`src/rtl/dm_pkg.sv`:
```
`default_nettype none
// ============================================================================
// Module   : dm_pkg
// Brief    : Shared encodings for the data-memory access block: access-type
//            (CTL) codes, FSM state encoding and the RAM address width default.
// Revision : 1.0 - initial release
// ============================================================================
package dm_pkg;

    localparam int AW_DEFAULT = 10;

    // Access-type codes; stores reuse them as 0/1 = sb, 2/3 = sh, 4 = sw
    localparam logic [2:0] LB  = 3'd0;
    localparam logic [2:0] LBU = 3'd1;
    localparam logic [2:0] LH  = 3'd2;
    localparam logic [2:0] LHU = 3'd3;
    localparam logic [2:0] LW  = 3'd4;

    typedef enum logic [2:0] {
        IDLE = 3'd0,
        RD   = 3'd1,
        CAP  = 3'd2,
        WR   = 3'd3,
        DONE = 3'd4
    } state_t;

    // Byte accesses (and the undefined codes 5-7) never fault on alignment
    function automatic logic is_aligned(input logic [2:0] ctl, input logic [1:0] lo);
        case (ctl)
            LH, LHU: return ~lo[0];
            LW:      return (lo == 2'b00);
            default: return 1'b1;
        endcase
    endfunction

endpackage
`default_nettype wire

```
`src/rtl/st_merge.sv`:
```
`default_nettype none
// ============================================================================
// Module   : st_merge
// Brief    : Combinational store merge. Inserts the byte/halfword of the store
//            data into the old RAM word at the lane picked by addr_lo; a word
//            store passes the store data through unchanged.
// Revision : 1.0 - initial release
// ============================================================================
module st_merge
    import dm_pkg::*;
(
    input  logic [31:0] old_word_i,
    input  logic [31:0] st_data_i,
    input  logic [2:0]  ctl_i,
    input  logic [1:0]  addr_lo_i,
    output logic [31:0] merged_o
);

    // Lane insertion: byte lane = addr_lo, half lane = upper only when addr_lo == 2
    always_comb begin
        merged_o = st_data_i;
        case (ctl_i)
            LB, LBU: begin
                merged_o = old_word_i;
                merged_o[{addr_lo_i, 3'b000} +: 8] = st_data_i[7:0];
            end
            LH, LHU: begin
                merged_o = old_word_i;
                if (addr_lo_i == 2'd2) begin
                    merged_o[31:16] = st_data_i[15:0];
                end else begin
                    merged_o[15:0] = st_data_i[15:0];
                end
            end
            default: merged_o = st_data_i;
        endcase
    end

endmodule
`default_nettype wire

```
`src/rtl/dm_access.sv`:
```
`default_nettype none
// ============================================================================
// Module   : dm_access
// Brief    : MEM-stage data-memory access sequencer for a synchronous
//            single-port RAM. Loads read one word; sub-word stores perform a
//            read-modify-write; word stores write directly. All outputs are
//            registered, derived from the next state so they line up with it.
// Revision : 1.0 - initial release
// ============================================================================
module dm_access
    import dm_pkg::*;
#(
    parameter int AW = AW_DEFAULT
) (
    input  logic          clk,
    input  logic          rst_n,
    input  logic          req,
    input  logic          we,
    input  logic [2:0]    CTL,
    input  logic [31:0]   addr,
    input  logic [31:0]   wdata,
    output logic          busy,
    output logic          done,
    output logic [31:0]   worddata,
    output logic [1:0]    addr_lo,
    output logic [2:0]    CTL_out,
    output logic          exc_adel,
    output logic          exc_ades,
    output logic          ram_en,
    output logic          ram_we,
    output logic [AW-1:0] ram_addr,
    output logic [31:0]   ram_wdata,
    input  logic [31:0]   ram_rdata
);

    state_t      state_q, state_d;
    logic        we_q;
    logic [2:0]  ctl_q;
    logic [1:0]  lo_q;
    logic [31:0] wdata_q;

    logic        w_accept;
    logic        w_misal;
    logic [31:0] w_merged;

    // Address bits above the RAM window are intentionally ignored
    logic        w_unused_addr;
    assign w_unused_addr = ^addr[31:AW+2];

    st_merge u_st_merge (
        .old_word_i (ram_rdata),
        .st_data_i  (wdata_q),
        .ctl_i      (ctl_q),
        .addr_lo_i  (lo_q),
        .merged_o   (w_merged)
    );

    // Next-state: req is only looked at in IDLE, so DONE forces an idle gap
    always_comb begin
        state_d  = state_q;
        w_accept = 1'b0;
        w_misal  = 1'b0;
        case (state_q)
            IDLE: begin
                if (req) begin
                    if (is_aligned(CTL, addr[1:0])) begin
                        w_accept = 1'b1;
                        if (!we)               state_d = RD;
                        else if (CTL == LW)    state_d = WR;
                        else if (CTL <= LHU)   state_d = RD;
                        else                   state_d = DONE;
                    end else begin
                        w_misal = 1'b1;
                    end
                end
            end
            RD:      state_d = CAP;
            CAP:     state_d = we_q ? WR : DONE;
            WR:      state_d = DONE;
            DONE:    state_d = IDLE;
            default: state_d = IDLE;
        endcase
    end

    // State, registered outputs, request latch and load/merge capture
    always_ff @(posedge clk or negedge rst_n) begin
        if (!rst_n) begin
            state_q   <= IDLE;
            we_q      <= 1'b0;
            ctl_q     <= 3'd0;
            lo_q      <= 2'd0;
            wdata_q   <= 32'd0;
            busy      <= 1'b0;
            done      <= 1'b0;
            exc_adel  <= 1'b0;
            exc_ades  <= 1'b0;
            ram_en    <= 1'b0;
            ram_we    <= 1'b0;
            worddata  <= 32'd0;
            addr_lo   <= 2'd0;
            CTL_out   <= 3'd0;
            ram_addr  <= '0;
            ram_wdata <= 32'd0;
        end else begin
            state_q  <= state_d;
            busy     <= (state_d == RD) || (state_d == CAP) || (state_d == WR);
            done     <= (state_d == DONE);
            ram_en   <= (state_d == RD) || (state_d == WR);
            ram_we   <= (state_d == WR);
            exc_adel <= w_misal && !we;
            exc_ades <= w_misal && we;

            if (w_accept) begin
                we_q     <= we;
                ctl_q    <= CTL;
                lo_q     <= addr[1:0];
                wdata_q  <= wdata;
                ram_addr <= addr[AW+1:2];
                if (we && (CTL == LW)) begin
                    ram_wdata <= wdata;
                end
            end

            if (state_q == CAP) begin
                if (!we_q) begin
                    worddata <= ram_rdata;
                    addr_lo  <= lo_q;
                    CTL_out  <= ctl_q;
                end else begin
                    ram_wdata <= w_merged;
                end
            end
        end
    end

endmodule
`default_nettype wire

```
`config.mk`:
```
export PLATFORM = sky130hd
export DESIGN_NAME = dm_access
export DESIGN_NICKNAME = d
export VERILOG_FILES = /design/src/rtl/dm_pkg.sv /design/src/rtl/st_merge.sv /design/src/rtl/dm_access.sv
export SDC_FILE = /design/constraint.sdc
export NUM_CORES = 1
export LEC_CHECK = 0
export BUFFER_PORTS_ARGS = -buffer_cell sky130_fd_sc_hd__buf_2
export CELL_PAD_IN_SITES_DETAIL_PLACEMENT = 0
export CELL_PAD_IN_SITES_GLOBAL_PLACEMENT = 1
export CORE_MARGIN = 1.5
export CORE_UTILIZATION = 40
export DETAILED_ROUTE_END_ITERATION = 8
export PLACE_DENSITY = 0.81
export RECOVER_POWER = 50
export SLEW_MARGIN = 20
export SYNTH_ARGS = -nofsm -noshare
export SYNTH_HDL_FRONTEND = slang
export SYNTH_SLANG_ARGS = --single-unit
export TNS_END_PERCENT = 100
```
`constraint.sdc`:
```
create_clock -name clk -period 2.48 [get_ports clk]
set_input_delay 0.744 -clock clk [delete_from_list [all_inputs] [get_ports clk]]
set_output_delay 0.744 -clock clk [all_outputs]
set_load 0.02 [all_outputs]
```
==> flow_summary_export.csv, run 1 <==
group,metric,value,unit
status,status,"complete, but fails checks",
status,violations,"capacitance limit, slew limit",
layout,antenna_cells,0,
synth,synthCells,450,
synth,synth_top_area_share,53.59,%
layout,drive_gt1_share,43.17,%
floorplan,io_pins,188,
pwr,p_leak,3.585,nW
sta,setup_slack,214.0,ps
worst_setup_path,reg2regPathDepth,7,
sta,slew-limit-headroom,-8.486,%
synth,synthSimpleGateAreaFrac,6.274,%
detailed_routing,first_iter_violations,269,
synth,synth_edf_count,0,
synth,yosysTopAreaCell,"dfrtp_1",
grt,grt_overflow,0,
clock_tree,hold_buffers,0,
sta,holdWs,501.2,ps
synth,syn_area_per_cell,13.07,µm²
grt,grtUsageTotal,21.31,%
layout,fill_cells,1305,
placed_design,hpwl,11260,µm
synth,synth_xor_xnor_area_share,0,%
synth,synth_cell_types,36,
clock_tree,cts_setup_buffers,0,
floorplan,die-area,0.01544,mm²
clock_tree,numCtsBuffers,17,
pwr,ir_worst_vdd,0.6404,mV
clock_tree,clock_latency,420,ps
floorplan,rows,44,
synth,synth_fa_ha_area_share,1.276,%
sta,worst_slew_pin_slew,1627,ps
grt,grt_max_degree,55,
worst_setup_path,start_kind,"flip-flop",
synth,synth_compound_area_share,11.38,%
sta,fmax,441.3,MHz
sta,fin_crit,2266,ps
detailed_routing,vias,4476,
synth,synth_fp_nets,559,
worst_setup_path,critPathKind,"flip-flop to flip-flop",
floorplan,start_util,40.79,%
grt,grt_antenna_before_repair,0,
worst_setup_path,crit_fanout,8,
worst_setup_path,end_kind,"flip-flop",
detailed_routing,wl,15880,µm
synth,synth_most_common_cell,"dfrtp_1",
clock_tree,cts_sinks,126,
placed_design,gp_congestion,0.8056,
worst_hold_path,min_path_type,"flip-flop to flip-flop",
layout,final_area,0.007552,mm²
layout,syn_to_final_growth,28.37,%
synth,seq_area_frac_synth,53.59,%
synth,synth_top_family_by_area,"multiplexers",
worst_setup_path,crit_required,2800,ps
sta,finClkSkew,15.03,ps
pwr,powerDensity,1443,mW/mm²
synth,synthMuxAreaShare,24.31,%
floorplan,dieHeight,124.3,µm
synth,synth_warnings,0,
sta,slew_viol_final,27,
worst_hold_path,hold_depth,1,
sta,finalCritPeriodShare,91.37,%
sta,rsz0062_at_grt,"false",
run,drv_cap,1,
synth,synthesis.area,0.005883,mm²
clock_tree,cts_tree,"done",
layout,final_cells,821,
placed_design,pre_cts_ws,-45.31,ps
synth,synth_common_cells,"dfrtp_1, mux2_2, mux2i_1, a21oi_1, a221oi_1",
grt,grt_first_pass_wirelength,25600,µm
detailed_routing,vias_per_cell,5.452,
placed_design,placed_area,0.007010,mm²
layout,fin_nets,733,
floorplan,core,0.01442,mm²
sta,hold_viol,0,
synth,ys_async_sr_fraction,100.0,%
placed_design,io_buffers,167,
floorplan,die_w,124.3,µm
synth,synth_seq_cells,126,
sta,setup_viol,0,
clock_tree,clk_pin_slew,60,ps
detailed_routing,drtPass1Iterations,4,
synth,synth_area_leaders,"dfrtp_1, mux2_2, mux2i_1, a221oi_1, a221o_1",
layout,multiInputGateArea,0.002560,mm²
synth,ys.flop_type,"dfrtp_1",
placed_design,dp_cells,789,
grt,grt_pass1_vias,4734,
layout,seq_area,0.003153,mm²
clock_tree,root_buffer,"clkbuf_16",
clock_tree,clock_path_buffers,2,
detailed_routing,wl_per_cell,19.34,µm
detailed_routing,drc_errors,0,
detailed_routing,ant_nets,0,
worst_setup_path,critPathArrivalTime,2590,ps
clock_tree,htreeDepth,4,
==> routing by layer <==
| metal | global-route usage [%] | up-vias | share of wire (%) |
|---|---|---|---|
| met5 | 0 | - | 0 |
| met4 | 9.263 | 0 | 2.6 |
| met3 | 5.369 | 27 | 5.3 |
| met2 | 33.78 | 157 | 48 |
| met1 | 27.76 | 2236 | 44 |
| li1 | - | 2056 | - |
==> power breakdown <==
group | internal, mW | total [mW] | switching (mW)
clock network | 1.58 | 2.52 | 0.947
logic | 1.97 | 4.57 | 2.60
registers | 3.07 | 3.80 | 0.723
total | 6.62 | 10.9 | 4.27
==> final timing paths <==
path,startpoint,to,slack [ps]
setup / recovery,lo_q[1]$_DFFE_PN0P_,ram_wdata[23]$_DFF_PN0_,210
hold / removal,worddata[18]$_DFFE_PN0P_,worddata[18]$_DFFE_PN0P_,500
setup reg to reg,lo_q[1]$_DFFE_PN0P_,ram_wdata[23]$_DFF_PN0_,210
hold reg to reg,worddata[18]$_DFFE_PN0P_,worddata[18]$_DFFE_PN0P_,500
max in group asynchronous,rst_n,busy$_DFF_PN0_,730
min in group asynchronous,rst_n,worddata[11]$_DFFE_PN0P_,730
==> worst max-delay path, cell delays in order (launching register included) <==
cell and delay [ps]:
dfrtp_1 440, inv_1 140, ha_1 340, or3b_2 490, nor4b_2 260, buf_4 210, a31oi_1 100, a22oi_1 190
==> layout by cell type, fill, tap and decap left out, drive strengths merged <==
cell type / n
a2bb2oi: 3
bufinv: 3
buf: 145
nor3b: 6
ha: 6
a22oi: 11
a21oi: 21
a31oi: 4
or2: 3
and2: 3
dfrtp: 126
nand2b: 4
nor2b: 3
o22ai: 5
nand3: 1
mux2: 87
nor4b: 11
or4: 1
clkinv: 5
mux2i: 45
inv: 8
nand4bb: 1
clkbuf: 60
nand2: 7
o21ai: 14
and3b: 1
a221o: 13
a211o: 4
clkinvlp: 5
or4b: 1
or3b: 1
nor3: 3
a221oi: 17
a311oi: 1
nand3b: 1
nor2: 7
==> stage by stage <==
| step | total power [mW] | util (%) | setup TNS, ps |
|---|---|---|---|
| 2_1_floorplan | 6.807 | - | 0 |
| 3_3_place_gp | 8.319 | 48.60 | -72.28 |
| 3_5_place_dp | 8.469 | 48.60 | -283.3 |
| 4_1_cts | 11.04 | 52.75 | 0 |
| 5_1_grt | 11.54 | 52.36 | 0 |
| 6_report | 10.90 | 52.36 | 0 |
==> state kept, by name, indices dropped and copies added, names as in the netlist <==
signal and flops:
ram_wdata 32, wdata_q 32, worddata 32, ram_addr 10
CTL_out 3, ctl_q 3, state_q 3, addr_lo 2
lo_q 2, busy 1, done 1, exc_adel 1
exc_ades 1, ram_en 1, ram_we 1, we_q 1
==> what timing repair did <==
item	4_1_cts	5_1_grt
resized for setup	0	1
endpoints found under the hold margin	0	0
endpoints found under the setup margin	0	8
==> final cells by class <==
type	count	area share [%]
Sequential cell	126	41.75
Multi-Input combinational cell	285	33.90
Timing Repair Buffer	187	13.04
Clock buffer	18	5.683
Tap cell	184	3.048
Clock inverter	14	2.237
Inverter	7	0.3479
==> kinds of logic after synthesis <==
kind of cell    Yosys count
mux                     132
simple gates             54
flops                   126
compound gates           93
buf+inv                  39
fa+ha+maj                 6
(Power assumes the default switching activity.)
==> inputs of run 2 (changes only) <==
--- a/config.mk
+++ b/config.mk
@@ -11,6 +11,7 @@
 export CORE_MARGIN = 1.5
 export CORE_UTILIZATION = 40
 export DETAILED_ROUTE_END_ITERATION = 8
+export MAX_ROUTING_LAYER = met4
 export PLACE_DENSITY = 0.81
 export RECOVER_POWER = 50
 export SLEW_MARGIN = 20
==> run 2 against run 1 <==
Compared with the run above: the flow still finishes with violations (capacitance limit, slew limit); clock-buffer cell count did not move; final area did not move; power barely moved; die area did not move; global-route usage rose by 0.60 points; flip-flop and latch count did not move; first-iteration DRC count fell by 0.37%; routed wire length barely moved; via count rose by 0.80%; clock skew fell by 7.0 ps; critical endpoint unchanged; largest power group unchanged.
==> flow_summary_export.csv, run 2 (synthesis gave the netlist of run 1 again) <==
group,metric,value,unit
floorplan,dieHeight,124.3,µm
worst_setup_path,start_kind,"flip-flop",
sta,worst_slew_pin_slew,1622,ps
floorplan,rows,44,
worst_setup_path,critPathArrivalTime,2600,ps
clock_tree,htreeDepth,4,
worst_setup_path,reg2reg_slack,210,ps
floorplan,core,0.01442,mm²
detailed_routing,vias,4512,
floorplan,start_util,40.79,%
placed_design,gp_congestion,0.8173,
layout,final_area,0.007552,mm²
worst_setup_path,cp_slowest_cell,"or3b_2",
worst_setup_path,worst-path-buf-inv,2,
placed_design,io_buffers,167,
clock_tree,root_buffer,"clkbuf_16",
sta,finClkSkew,8.038,ps
sta,slew_viol_final,27,
worst_setup_path,crit_required,2810,ps
sta,fmax,439.7,MHz
detailed_routing,drc_errors,0,
pwr,switching_share,39.24,%
sta,slew-limit-headroom,-8.115,%
placed_design,hpwl,11260,µm
detailed_routing,wl,15860,µm
worst_setup_path,path_cells,"inv_1 -> ha_1 -> or3b_2 -> nor4b_2 -> buf_4 -> a31oi_1 -> a22oi_1",
worst_setup_path,crit_family,"simple AND/OR/NAND/NOR gates",
layout,finalCoreUtilization,52.36,%
grt,grt_antenna_before_repair,0,
worst_setup_path,reg2regPathDepth,7,
layout,fill_cells,1305,
sta,finalCritPeriodShare,91.71,%
grt,grtUsageTotal,21.91,%
clock_tree,cts_tree,"done",
sta,rsz0062_at_grt,"false",
pwr,ir_worst_vdd,0.6417,mV
floorplan,io_pins,188,
worst_setup_path,r2r-start,"lo_q[1]$_DFFE_PN0P_",
layout,top_regs,"ram_wdata: 32 flops, wdata_q: 32 flops, worddata: 32 flops",
worst_setup_path,critPathKind,"flip-flop to flip-flop",
detailed_routing,ant_nets,0,
pwr,powerDensity,1443,mW/mm²
clock_tree,post_cts_resized,0,
clock_tree,clock_path_buffers,2,
grt,grt_overflow,0,
detailed_routing,wl_per_cell,19.32,µm
run,drv_cap,1,
floorplan,die-area,0.01544,mm²
pwr,p_clk_share,23.2,%
clock_tree,cts_sinks,126,
layout,most-common-layout-cells,"dfrtp_1, buf_2, mux2_2",
detailed_routing,drtPass1Iterations,4,
sta,setup_viol,0,
grt,grt_max_degree,55,
worst_setup_path,timing.rr.end,"ram_wdata[23]$_DFF_PN0_",
detailed_routing,first_iter_violations,268,
clock_tree,hold_buffers,0,
pwr,cell_internal_pwr,6.623,mW
pwr,p_leak,3.585,nW
layout,drive_gt1_share,43.17,%
worst_setup_path,end_kind,"flip-flop",
pwr,p_total,10.90,mW
worst_hold_path,hold_start,"worddata[18]$_DFFE_PN0P_",
layout,syn_to_final_growth,28.37,%
worst_setup_path,cpPeakStageDelay,490,ps
clock_tree,clk_pin_slew,60,ps
worst_hold_path,hold_depth,1,
status,status,"complete, but fails checks",
worst_setup_path,crit_fanout,8,
sta,fin_crit,2274,ps
worst_hold_path,min_path_type,"flip-flop to flip-flop",
grt,grt_first_pass_wirelength,25580,µm
pwr,p_sw,4.278,mW
pwr,pwr-share-seq,34.8,%
layout,fin_nets,733,
worst_hold_path,whs_endpoint,"worddata[18]$_DFFE_PN0P_",
clock_tree,clock_latency,420,ps
floorplan,die_w,124.3,µm
sta,hold_viol,0,
placed_design,placed_area,0.007010,mm²
clock_tree,cts_setup_buffers,0,
status,violations,"capacitance limit, slew limit",
pwr,comb_power_share,42.0,%
grt,grt_pass1_vias,4742,
layout,antenna_cells,0,
detailed_routing,vias_per_cell,5.496,
clock_tree,numCtsBuffers,17,
[run 2: cell counts in the layout (fill, tap and decap cells not counted)]
No cell type changed its count.
[run 2: worst max path at each step]
| stage | slack [ps] | depth (start not counted) | from | endpoint |
|---|---|---|---|---|
| after detailed placement | -50 | 6 | req | busy$_DFF_PN0_ |
| after global routing | 100 | 7 | lo_q[0]$_DFFE_PN0P_ | ram_wdata[13]$_DFF_PN0_ |
| after CTS | 70 | 6 | lo_q[0]$_DFFE_PN0P_ | ram_wdata[1]$_DFF_PN0_ |
| final | 210 | 7 | lo_q[1]$_DFFE_PN0P_ | ram_wdata[23]$_DFF_PN0_ |
| after global placement | -20 | 6 | req | ram_wdata[19]$_DFF_PN0_ |
| after floorplan | 90 | 6 | req | ram_wdata[19]$_DFF_PN0_ |
[run 2: through the flow]
stage          std cells  setup TNS, ps  setup WS, ps  hold WS, ps
5_1_grt              821              0         96.25        518.4
3_5_place_dp         789         -283.3        -45.31        490.7
3_3_place_gp         789         -72.28        -20.93        483.5
2_1_floorplan        450              0         93.87        448.4
4_1_cts              821              0         74.61        186.6
6_report             821              0         205.7        501.0
[run 2: layout make-up]
cell class / instances / area (µm²) / share of cell area (%)
Tap cell: 184 / 230.2 / 3.048
Inverter: 7 / 26.28 / 0.3479
Sequential cell: 126 / 3153 / 41.75
Multi-Input combinational cell: 285 / 2560 / 33.90
Clock buffer: 18 / 429.2 / 5.683
Timing Repair Buffer: 187 / 984.7 / 13.04
Clock inverter: 14 / 168.9 / 2.237
[run 2: power by group through the flow]
stage | clock, mW | combinational [mW] | sequential (mW)
detailed placement | 0 | 4.66 | 3.81
finish | 2.53 | 4.58 | 3.80
CTS | 2.57 | 4.68 | 3.79
global route | 2.67 | 4.92 | 3.94
floorplan | 0 | 2.36 | 4.45
global placement | 0 | 4.56 | 3.76
[run 2: routing by layer]
layer  track usage, %  up-vias  routed length, µm
li1                 -     2063                  -
met1            27.90     2260               7082
met2            33.81      155               7564
met3            4.725       34                771
met4            9.669        0                446
met5                -        -                  0
